**src/rtl/mult_div_unit.sv**
```systemverilog
`default_nettype none
// ============================================================================
// Module   : mult_div_unit
// Brief    : Iterative MIPS MULT/MULTU/DIV/DIVU unit with Hi/Lo registers,
//            one bit per cycle, plus MTHI/MTLO writes.
// Revision : 1.0  initial release
// ============================================================================
module mult_div_unit #(
  parameter int WIDTH = 32
) (
  input  logic             clk,
  input  logic             rst_n,
  input  logic [WIDTH-1:0] i_a,
  input  logic [WIDTH-1:0] i_b,
  input  logic [1:0]       i_op,
  input  logic             i_start,
  input  logic             i_write_hi,
  input  logic             i_write_lo,
  output logic [WIDTH-1:0] o_hi,
  output logic [WIDTH-1:0] o_lo,
  output logic             o_busy,
  output logic             o_done,
  output logic             o_div_zero
);

  localparam int c_cnt_w = (WIDTH > 1) ? $clog2(WIDTH) : 1;
  localparam logic [c_cnt_w-1:0] c_cnt_last = c_cnt_w'(WIDTH - 1);
  localparam logic [c_cnt_w-1:0] c_cnt_one  = c_cnt_w'(1);

  localparam logic [1:0] c_idle = 2'd0;
  localparam logic [1:0] c_run  = 2'd1;
  localparam logic [1:0] c_fix  = 2'd2;

  logic [1:0]         r_state;
  logic [1:0]         w_next_state;
  logic [c_cnt_w-1:0] r_count;
  logic               r_is_div;
  logic               r_skip;      // divide by zero: no result load
  logic               r_neg_lo;    // product / quotient sign
  logic               r_neg_hi;    // remainder sign (dividend sign)
  logic [WIDTH-1:0]   r_rem;       // product high half / partial remainder
  logic [WIDTH-1:0]   r_quo;       // multiplier shifting out / quotient shifting in
  logic [WIDTH-1:0]   r_opnd;      // |multiplicand| or |divisor|

  logic               w_accept;
  logic               w_iter;
  logic               w_finish;
  logic               w_move_to;
  logic               w_neg_a;
  logic               w_neg_b;
  logic [WIDTH-1:0]   w_abs_a;
  logic [WIDTH-1:0]   w_abs_b;
  logic               w_div_zero_req;

  logic [WIDTH:0]     w_mul_sum;
  logic [WIDTH:0]     w_shift;
  logic [WIDTH+1:0]   w_diff;
  logic               w_ge;
  logic [2*WIDTH-1:0] w_prod;
  logic [2*WIDTH-1:0] w_prod_signed;
  logic [WIDTH-1:0]   w_quo_signed;
  logic [WIDTH-1:0]   w_rem_signed;

  // Operand conditioning: magnitudes only taken for the signed ops (op[0]).
  assign w_neg_a        = i_op[0] & i_a[WIDTH-1];
  assign w_neg_b        = i_op[0] & i_b[WIDTH-1];
  assign w_abs_a        = w_neg_a ? -i_a : i_a;
  assign w_abs_b        = w_neg_b ? -i_b : i_b;
  assign w_div_zero_req = i_op[1] & (i_b == '0);

  // Shift-add step: add multiplicand into the high half, shift the pair right.
  assign w_mul_sum = {1'b0, r_rem} + (r_quo[0] ? {1'b0, r_opnd} : '0);

  // Restoring divide step on a WIDTH+1 bit shifted remainder.
  assign w_shift = {r_rem, r_quo[WIDTH-1]};
  assign w_diff  = {1'b0, w_shift} - {2'b00, r_opnd};
  assign w_ge    = ~w_diff[WIDTH+1];

  assign w_prod        = {r_rem, r_quo};
  assign w_prod_signed = r_neg_lo ? -w_prod : w_prod;
  assign w_quo_signed  = r_neg_lo ? -r_quo : r_quo;
  assign w_rem_signed  = r_neg_hi ? -r_rem : r_rem;

  always_ff @(posedge clk or negedge rst_n) begin
    if (!rst_n) r_state <= c_idle;
    else        r_state <= w_next_state;
  end

  always_comb begin
    w_next_state = r_state;
    case (r_state)
      c_idle:  if (i_start) w_next_state = w_div_zero_req ? c_fix : c_run;
      c_run:   if (r_count == c_cnt_last) w_next_state = c_fix;
      c_fix:   w_next_state = c_idle;
      default: w_next_state = c_idle;
    endcase
  end

  always_comb begin
    o_busy    = (r_state != c_idle);
    w_accept  = (r_state == c_idle) & i_start;
    w_iter    = (r_state == c_run);
    w_finish  = (r_state == c_fix);
    w_move_to = (r_state == c_idle) & ~i_start;
  end

  always_ff @(posedge clk or negedge rst_n) begin
    if (!rst_n) begin
      r_count    <= '0;
      r_is_div   <= 1'b0;
      r_skip     <= 1'b0;
      r_neg_lo   <= 1'b0;
      r_neg_hi   <= 1'b0;
      r_rem      <= '0;
      r_quo      <= '0;
      r_opnd     <= '0;
      o_hi       <= '0;
      o_lo       <= '0;
      o_done     <= 1'b0;
      o_div_zero <= 1'b0;
    end else begin
      o_done <= w_finish;
      if (w_accept) begin
        r_count    <= '0;
        r_is_div   <= i_op[1];
        r_skip     <= w_div_zero_req;
        r_neg_lo   <= w_neg_a ^ w_neg_b;
        r_neg_hi   <= w_neg_a;
        r_rem      <= '0;
        o_div_zero <= 1'b0;
        if (i_op[1]) begin
          r_quo  <= w_abs_a;
          r_opnd <= w_abs_b;
        end else begin
          r_quo  <= w_abs_b;
          r_opnd <= w_abs_a;
        end
      end else if (w_iter) begin
        r_count <= r_count + c_cnt_one;
        if (r_is_div) begin
          r_rem <= w_ge ? w_diff[WIDTH-1:0] : w_shift[WIDTH-1:0];
          r_quo <= {r_quo[WIDTH-2:0], w_ge};
        end else begin
          r_rem <= w_mul_sum[WIDTH:1];
          r_quo <= {w_mul_sum[0], r_quo[WIDTH-1:1]};
        end
      end else if (w_finish) begin
        if (r_skip) begin
          o_div_zero <= 1'b1;
        end else if (r_is_div) begin
          o_hi <= w_rem_signed;
          o_lo <= w_quo_signed;
        end else begin
          o_hi <= w_prod_signed[2*WIDTH-1:WIDTH];
          o_lo <= w_prod_signed[WIDTH-1:0];
        end
      end else if (w_move_to) begin
        if (i_write_hi) o_hi <= i_a;
        if (i_write_lo) o_lo <= i_a;
      end
    end
  end

endmodule
`default_nettype wire
```
**config.mk**
```make
export PLATFORM = sky130hd
export DESIGN_NAME = mult_div_unit
export DESIGN_NICKNAME = d
export VERILOG_FILES = /design/src/rtl/mult_div_unit.sv
export SDC_FILE = /design/constraint.sdc
export NUM_CORES = 1
export LEC_CHECK = 0
export BUFFER_PORTS_ARGS = -buffer_cell sky130_fd_sc_hd__buf_4
export CORE_MARGIN = 10
export CORE_UTILIZATION = 50
export CTS_CLUSTER_DIAMETER = 200
export DETAILED_ROUTE_END_ITERATION = 10
export PLACE_DENSITY = 0.69
export RECOVER_POWER = 25
export SLEW_MARGIN = 20
export SYNTH_ARGS = -nofsm -noshare
export SYNTH_HDL_FRONTEND = slang
export SYNTH_SLANG_ARGS = --single-unit
```
**constraint.sdc**
```tcl
create_clock -name clk -period 5.3 [get_ports clk]
set_input_delay 1.325 -clock clk [delete_from_list [all_inputs] [get_ports clk]]
set_output_delay 1.325 -clock clk [all_outputs]
set_load 0.02 [all_outputs]
```
### Word level (Yosys, flattened, before mapping)

Cells that the tools add are included.

| word-level totals | value |
|---|---|
| flip-flop bits (word level) | 173 |
| bits in latches | 0 |
| RAM bits | 0 |
| bits in read-only memories | 0 |
| input bits | 71 |
| output and inout bits | 67 |
| word-level logic and storage cells | 86 |
| memories | 0 |

| cells by class | value |
|---|---|
| $add $sub $neg | 8 |
| multiply operators | 0 |
| div/mod/pow operators | 0 |
| magnitude comparators | 0 |
| equality and inequality tests | 7 |
| shift-type cells | 0 |
| muxes and demuxes | 35 |
| bitwise logic cells | 10 |
| reductions and logical operators | 13 |

Operators with widths:

| cell | count |
|---|---|
| 32-bit 2-to-1 mux | 24 |
| 32-bit negator | 4 |
| 64-bit 2-to-1 mux | 1 |
| 64-bit negator | 1 |
| 33-bit by 32-bit subtractor with 34-bit output | 1 |
| 32-bit by 32-bit adder with 33-bit output | 1 |
| 32-bit logical NOT | 1 |
| 2-bit nonzero test | 7 |
| 5-bit 2-to-1 mux | 2 |
| 5-bit AND reduction | 2 |
| 2-bit 2-to-1 mux | 3 |
| 2-bit != test (second input constant) | 3 |
| 5-bit by 1-bit adder with 5-bit output (second input constant) | 1 |
| 1-bit AND | 5 |
| 5-bit == test (second input constant) | 1 |
| 1-bit 2-to-1 mux | 4 |
| 1-bit NOT | 4 |
| 2-bit case mux with 2 select lines | 1 |
| 3-bit AND reduction | 1 |
| 2-bit by 1-bit == test with 1-bit output (second input constant) | 1 |
| 2-bit == test (second input constant) | 1 |
| 2-bit logical NOT | 1 |
| 2-bit by 1-bit != test with 1-bit output (second input constant) | 1 |
| 2-bit AND reduction | 1 |
| 1-bit XOR | 1 |

### Logic depth before layout (Yosys ltp)

| depth | value |
|---|---|
| depth after elaboration | 5 |
| depth in mapped cells | 15 |
| depth with buffers taken out | 13 |

### Worst setup path after synthesis

OpenSTA, ideal clock, no wires.

| path | value |
|---|---|
| path type | input-to-reg |
| start point | input port i_a[10] |
| end point | register r_opnd[29] |
| library setup time | 0.142 ns |
| data arrival time | 3.477 ns |
| required time | 5.158 ns |
| setup slack | 1.681 ns |
| stages on the path | 8 |
| path buffers | 1 |
| cells stage by stage | or4_1 or3_1 clkbuf_1 nor4b_1 nand2_1 o31ai_1 xor2_1 o221ai_1 |

| between the ends | value |
|---|---|
| word-level cells in the longest chain between the ends | 3 |

Ends and longest elaborated chain:

| element | RTL line | text |
|---|---|---|
| start: declaration | 13 | `input logic [WIDTH-1:0] i_a,` |
| 32-bit negator | 67 | `assign w_abs_a = w_neg_a ? -i_a : i_a;` |
| 32-bit 2-to-1 mux | 67 |  |
| 32-bit 2-to-1 mux | 131 | `if (i_op[1]) begin` |
| end signal: assignment | 133 | `r_opnd <= w_abs_b;` |
| end signal: assignment | 136 | `r_opnd <= w_abs_a;` |
| end: declaration | 43 | `logic [WIDTH-1:0] r_opnd;` |

No other way between the ends.
A chain may end at the register's enable or synchronous reset.

### Worst setup path after layout

| path | value |
|---|---|
| start point | register r_quo[0] |
| end point | register r_rem[31] |

| between the ends | value |
|---|---|
| word-level cells in the longest chain between the ends | 5 |

Ends and longest elaborated chain:

| element | RTL line | text |
|---|---|---|
| start: declaration | 42 | `logic [WIDTH-1:0] r_quo;` |
| start signal: assignment | 132 | `r_quo <= w_abs_a;` |
| start signal: assignment | 135 | `r_quo <= w_abs_b;` |
| start signal: assignment | 142 | `r_quo <= {r_quo[WIDTH-2:0], w_ge};` |
| 32-bit 2-to-1 mux | 72 | `assign w_mul_sum = {1'b0, r_rem} + (r_quo[0] ? {1'b0, r_opnd} : '0);` |
| 32-bit by 32-bit adder with 33-bit output | 72 |  |
| 32-bit 2-to-1 mux | 140 | `if (r_is_div) begin` |
| 32-bit 2-to-1 mux | 138 | `end else if (w_iter) begin` |
| 32-bit 2-to-1 mux | 123 | `if (w_accept) begin` |
| end signal: assignment | 141 | `r_rem <= w_ge ? w_diff[WIDTH-1:0] : w_shift[WIDTH-1:0];` |
| end signal: assignment | 144 | `r_rem <= w_mul_sum[WIDTH:1];` |
| end: declaration | 41 | `logic [WIDTH-1:0] r_rem;` |

No other way between the ends. The select of a mux whose other input is x is not followed.

==> reports/qor.yml <==
area_delta_synth_final_pct: 11.8
synth_top_area_cell: "dfrtp_1"
start_util: 0.505
p_leak_nw: 7.18
drt-initial-drc-count: 1784
peakVddDrop_uv: 430
path_max_fanout: 22
num-nets-final: 2152
rows: 63
die_y_um: 193
synthSimpleGateAreaFrac: 0.203
cts.sinks: 173
synthDominantCellAreaShare: 0.290
cts_tree: "built"
post-route-min-period_ns: 4.02
num-fill-cells: 2872
max_stage_delay_ns: 0.49
fin_util: 0.565
root_buffer: "clkbuf_16"
grt_pass1_vias: 14000
async_flop_share: 1.00
syn_avg_cell_area_um2: 7.61
slew_headroom: -1.15
antenna_left: 0
min_path_type: "flip-flop to flip-flop"
n_antenna_cell: 0
synth_xor_area_frac: 0.100
worst_pin_slew_ns: 3.23
cts_setup_buffers: 0
htreeDepth: 4
synth_area_um2: 14900
dpl_worst_slack_ns: 1.20
dp_hpwl_um: 43100
endpoint_kind: "flip-flop"
antenna_found_initial: 1
overflow: 0
synth_warnings: 0
place_congestion: 0.930
worst_slack_ns: 1.28
clockBufferDepth: 2
seq_area_frac_synth: 0.290
dr_total_vias: 15300
clk_latency_ns: 0.46
setup_violations: 0
crit_path_frequent_cell: "and3_1"
cp.arrival_ns: 4.35
critPathLaunchType: "flip-flop"
violations: "capacitance limit, slew limit"
synth.distinct_cells: 70
core-area_um2: 29600
skew_ns: 0.0153
cts_resized: 0
die_w_um: 193
numCtsBuffers: 17
syn_inst: 1961
clkTransAtPathRegs_ns: 0.08
routed_wl_um: 56500
rsz0062_at_grt: "false"
max_freq_ghz: 0.249
synth_most_common_cell: "nand2_1"
drt-pass1-iter-count: 7
setup_tns_ns: 0
routed_via_density: 6.33
io_pins: 138
ys_ff_latch: 173
cp_slowest_cell: "inv_1"
fin_crit_sh: 0.759
crit_chain: "inv_1 > buf_4 > nor2_1 > ha_1 > and3_1 > and3_1 > and4_1 > o21ai_0 > nand3_1 > a21o_1 > and3_1 > o221ai_1 > a22oi_1"
maxCapViolCount: 2
wl_per_cell_um: 23.4
fin_total_pwr_w: 0.0121
power.density_nw_per_um2: 726
hold_viol: 0
worstSetupPathType: "flip-flop to flip-flop"
outcome: "complete, but fails checks"
drive_above_1_share: 0.102
synthTopCellsByArea: "dfrtp_1 29%, o21ai_0 6.9%, nand2_1 6.2%"
synth_common_cells: "248 x nand2_1, 209 x nor2_1, 207 x o21ai_0"
synth-compound-area-share: 0.265
grt_use_total: 0.298
multi_input_area_um2: 9920
synth_ff_type: "dfrtp_1"
grt_max_degree: 114
fin_hold_ws_ns: 0.480
critPathRequiredTime_ns: 5.63
regArea_um2: 4330
remaining_drc_errors: 0
synth_fa_ha_area_frac: 0.0614
slew_viol_final: 115
ctsHoldBuffers: 0
die-area_um2: 37200
synth_top_family_by_area: "compound AO/OA/AOI/OAI gates"
syn_nets: 2104
synth_edf_count: 0
grt_pass1_wl_um: 84400
synth_mux_area_frac: 0.0329
io_buffers: 137
## sequential cells by signal (all words and copies together), names as in the netlist
| signal | count |
|---|---|
| o_lo | 32 |
| r_neg_lo | 1 |
| r_rem | 32 |
| r_neg_hi | 1 |
| r_count | 5 |
| r_quo | 32 |
| r_skip | 1 |
| r_is_div | 1 |
| o_done | 1 |
| o_hi | 32 |
| r_opnd | 32 |
| o_div_zero | 1 |
| r_state | 2 |
## cells in the final DEF (no fill, tap or decap), types with 22 or more instances in the layout
| cell | instances |
|---|---|
| a211oi_1 | 22 |
| a21o_1 | 29 |
| a21oi_1 | 175 |
| buf_4 | 150 |
| dfrtp_1 | 172 |
| ha_1 | 70 |
| inv_1 | 60 |
| mux2i_1 | 49 |
| nand2_1 | 248 |
| nand3_1 | 30 |
| nor2_1 | 208 |
| nor3_1 | 31 |
| o211ai_1 | 55 |
| o21ai_0 | 207 |
| o31ai_1 | 51 |
| xnor2_1 | 104 |
| xor2_1 | 67 |
## path summary, 6_finish.rpt
kind | from | end | slack (ns) | cells after the start
max in group asynchronous | rst_n | o_lo[26] | 1.52 | 1
worst max-delay path | r_quo[0] | r_rem[31] | 1.28 | 13
worst max register to register | r_quo[0] | r_rem[31] | 1.28 | 13
worst min-delay path | o_hi[27] | o_hi[27] | 0.48 | 2
worst min register to register | o_hi[27] | o_hi[27] | 0.48 | 2
min in group asynchronous | rst_n | o_hi[19] | 1.94 | 1
## per-layer routing
metal,global-route usage,part of all wire
met1,0.419,0.43
met4,0.126,0.041
met5,0,0
met3,0.0595,0.11
met2,0.434,0.42
## cell families (layout without fill, tap and decap cells)
group,after synthesis,after routing
and+or+nand+nor,666,666
AOI/OAI and AO/OA,646,646
buffers and inverters,184,245
DFF,173,173
xor gates and xnor gates,171,171
adders and majority gates,72,72
muxes,49,49
## metrics by stage
| step | instance area (um^2) | instances |
|---|---|---|
| floorplan | 14900 | 1961 |
| global placement | 16100 | 2380 |
| detailed placement | 16100 | 2380 |
| CTS | 16700 | 2412 |
| global route | 16700 | 2412 |
| finish | 16700 | 2412 |
## where the power goes
| part | switching (W) | leakage (nW) | total (W) | internal [W] |
|---|---|---|---|---|
| logic | 0.00465 | 4.81 | 0.00779 | 0.00315 |
| clock network | 0.000599 | 0.267 | 0.00128 | 0.000678 |
| registers | 0.00107 | 2.11 | 0.00304 | 0.00197 |
| total | 0.00631 | 7.18 | 0.0121 | 0.00580 |
## critical path, delay by kind of cell (launching register included)
kind,cells,cell delay (ns)
and+or+nand+nor,6,1.36
buffers and inverters,2,0.86
AOI/OAI and AO/OA,4,0.77
DFF,1,0.48
adders and majority gates,1,0.39
## area by class of cell
type	instances	area share
Clock buffer	21	0.0276
Clock inverter	11	0.00652
Inverter	61	0.0137
Multi-Input combinational cell	1604	0.594
Sequential cell	173	0.260
Tap cell	390	0.0292
Timing Repair Buffer	152	0.0689
Power figures use the tool's default switching activity.
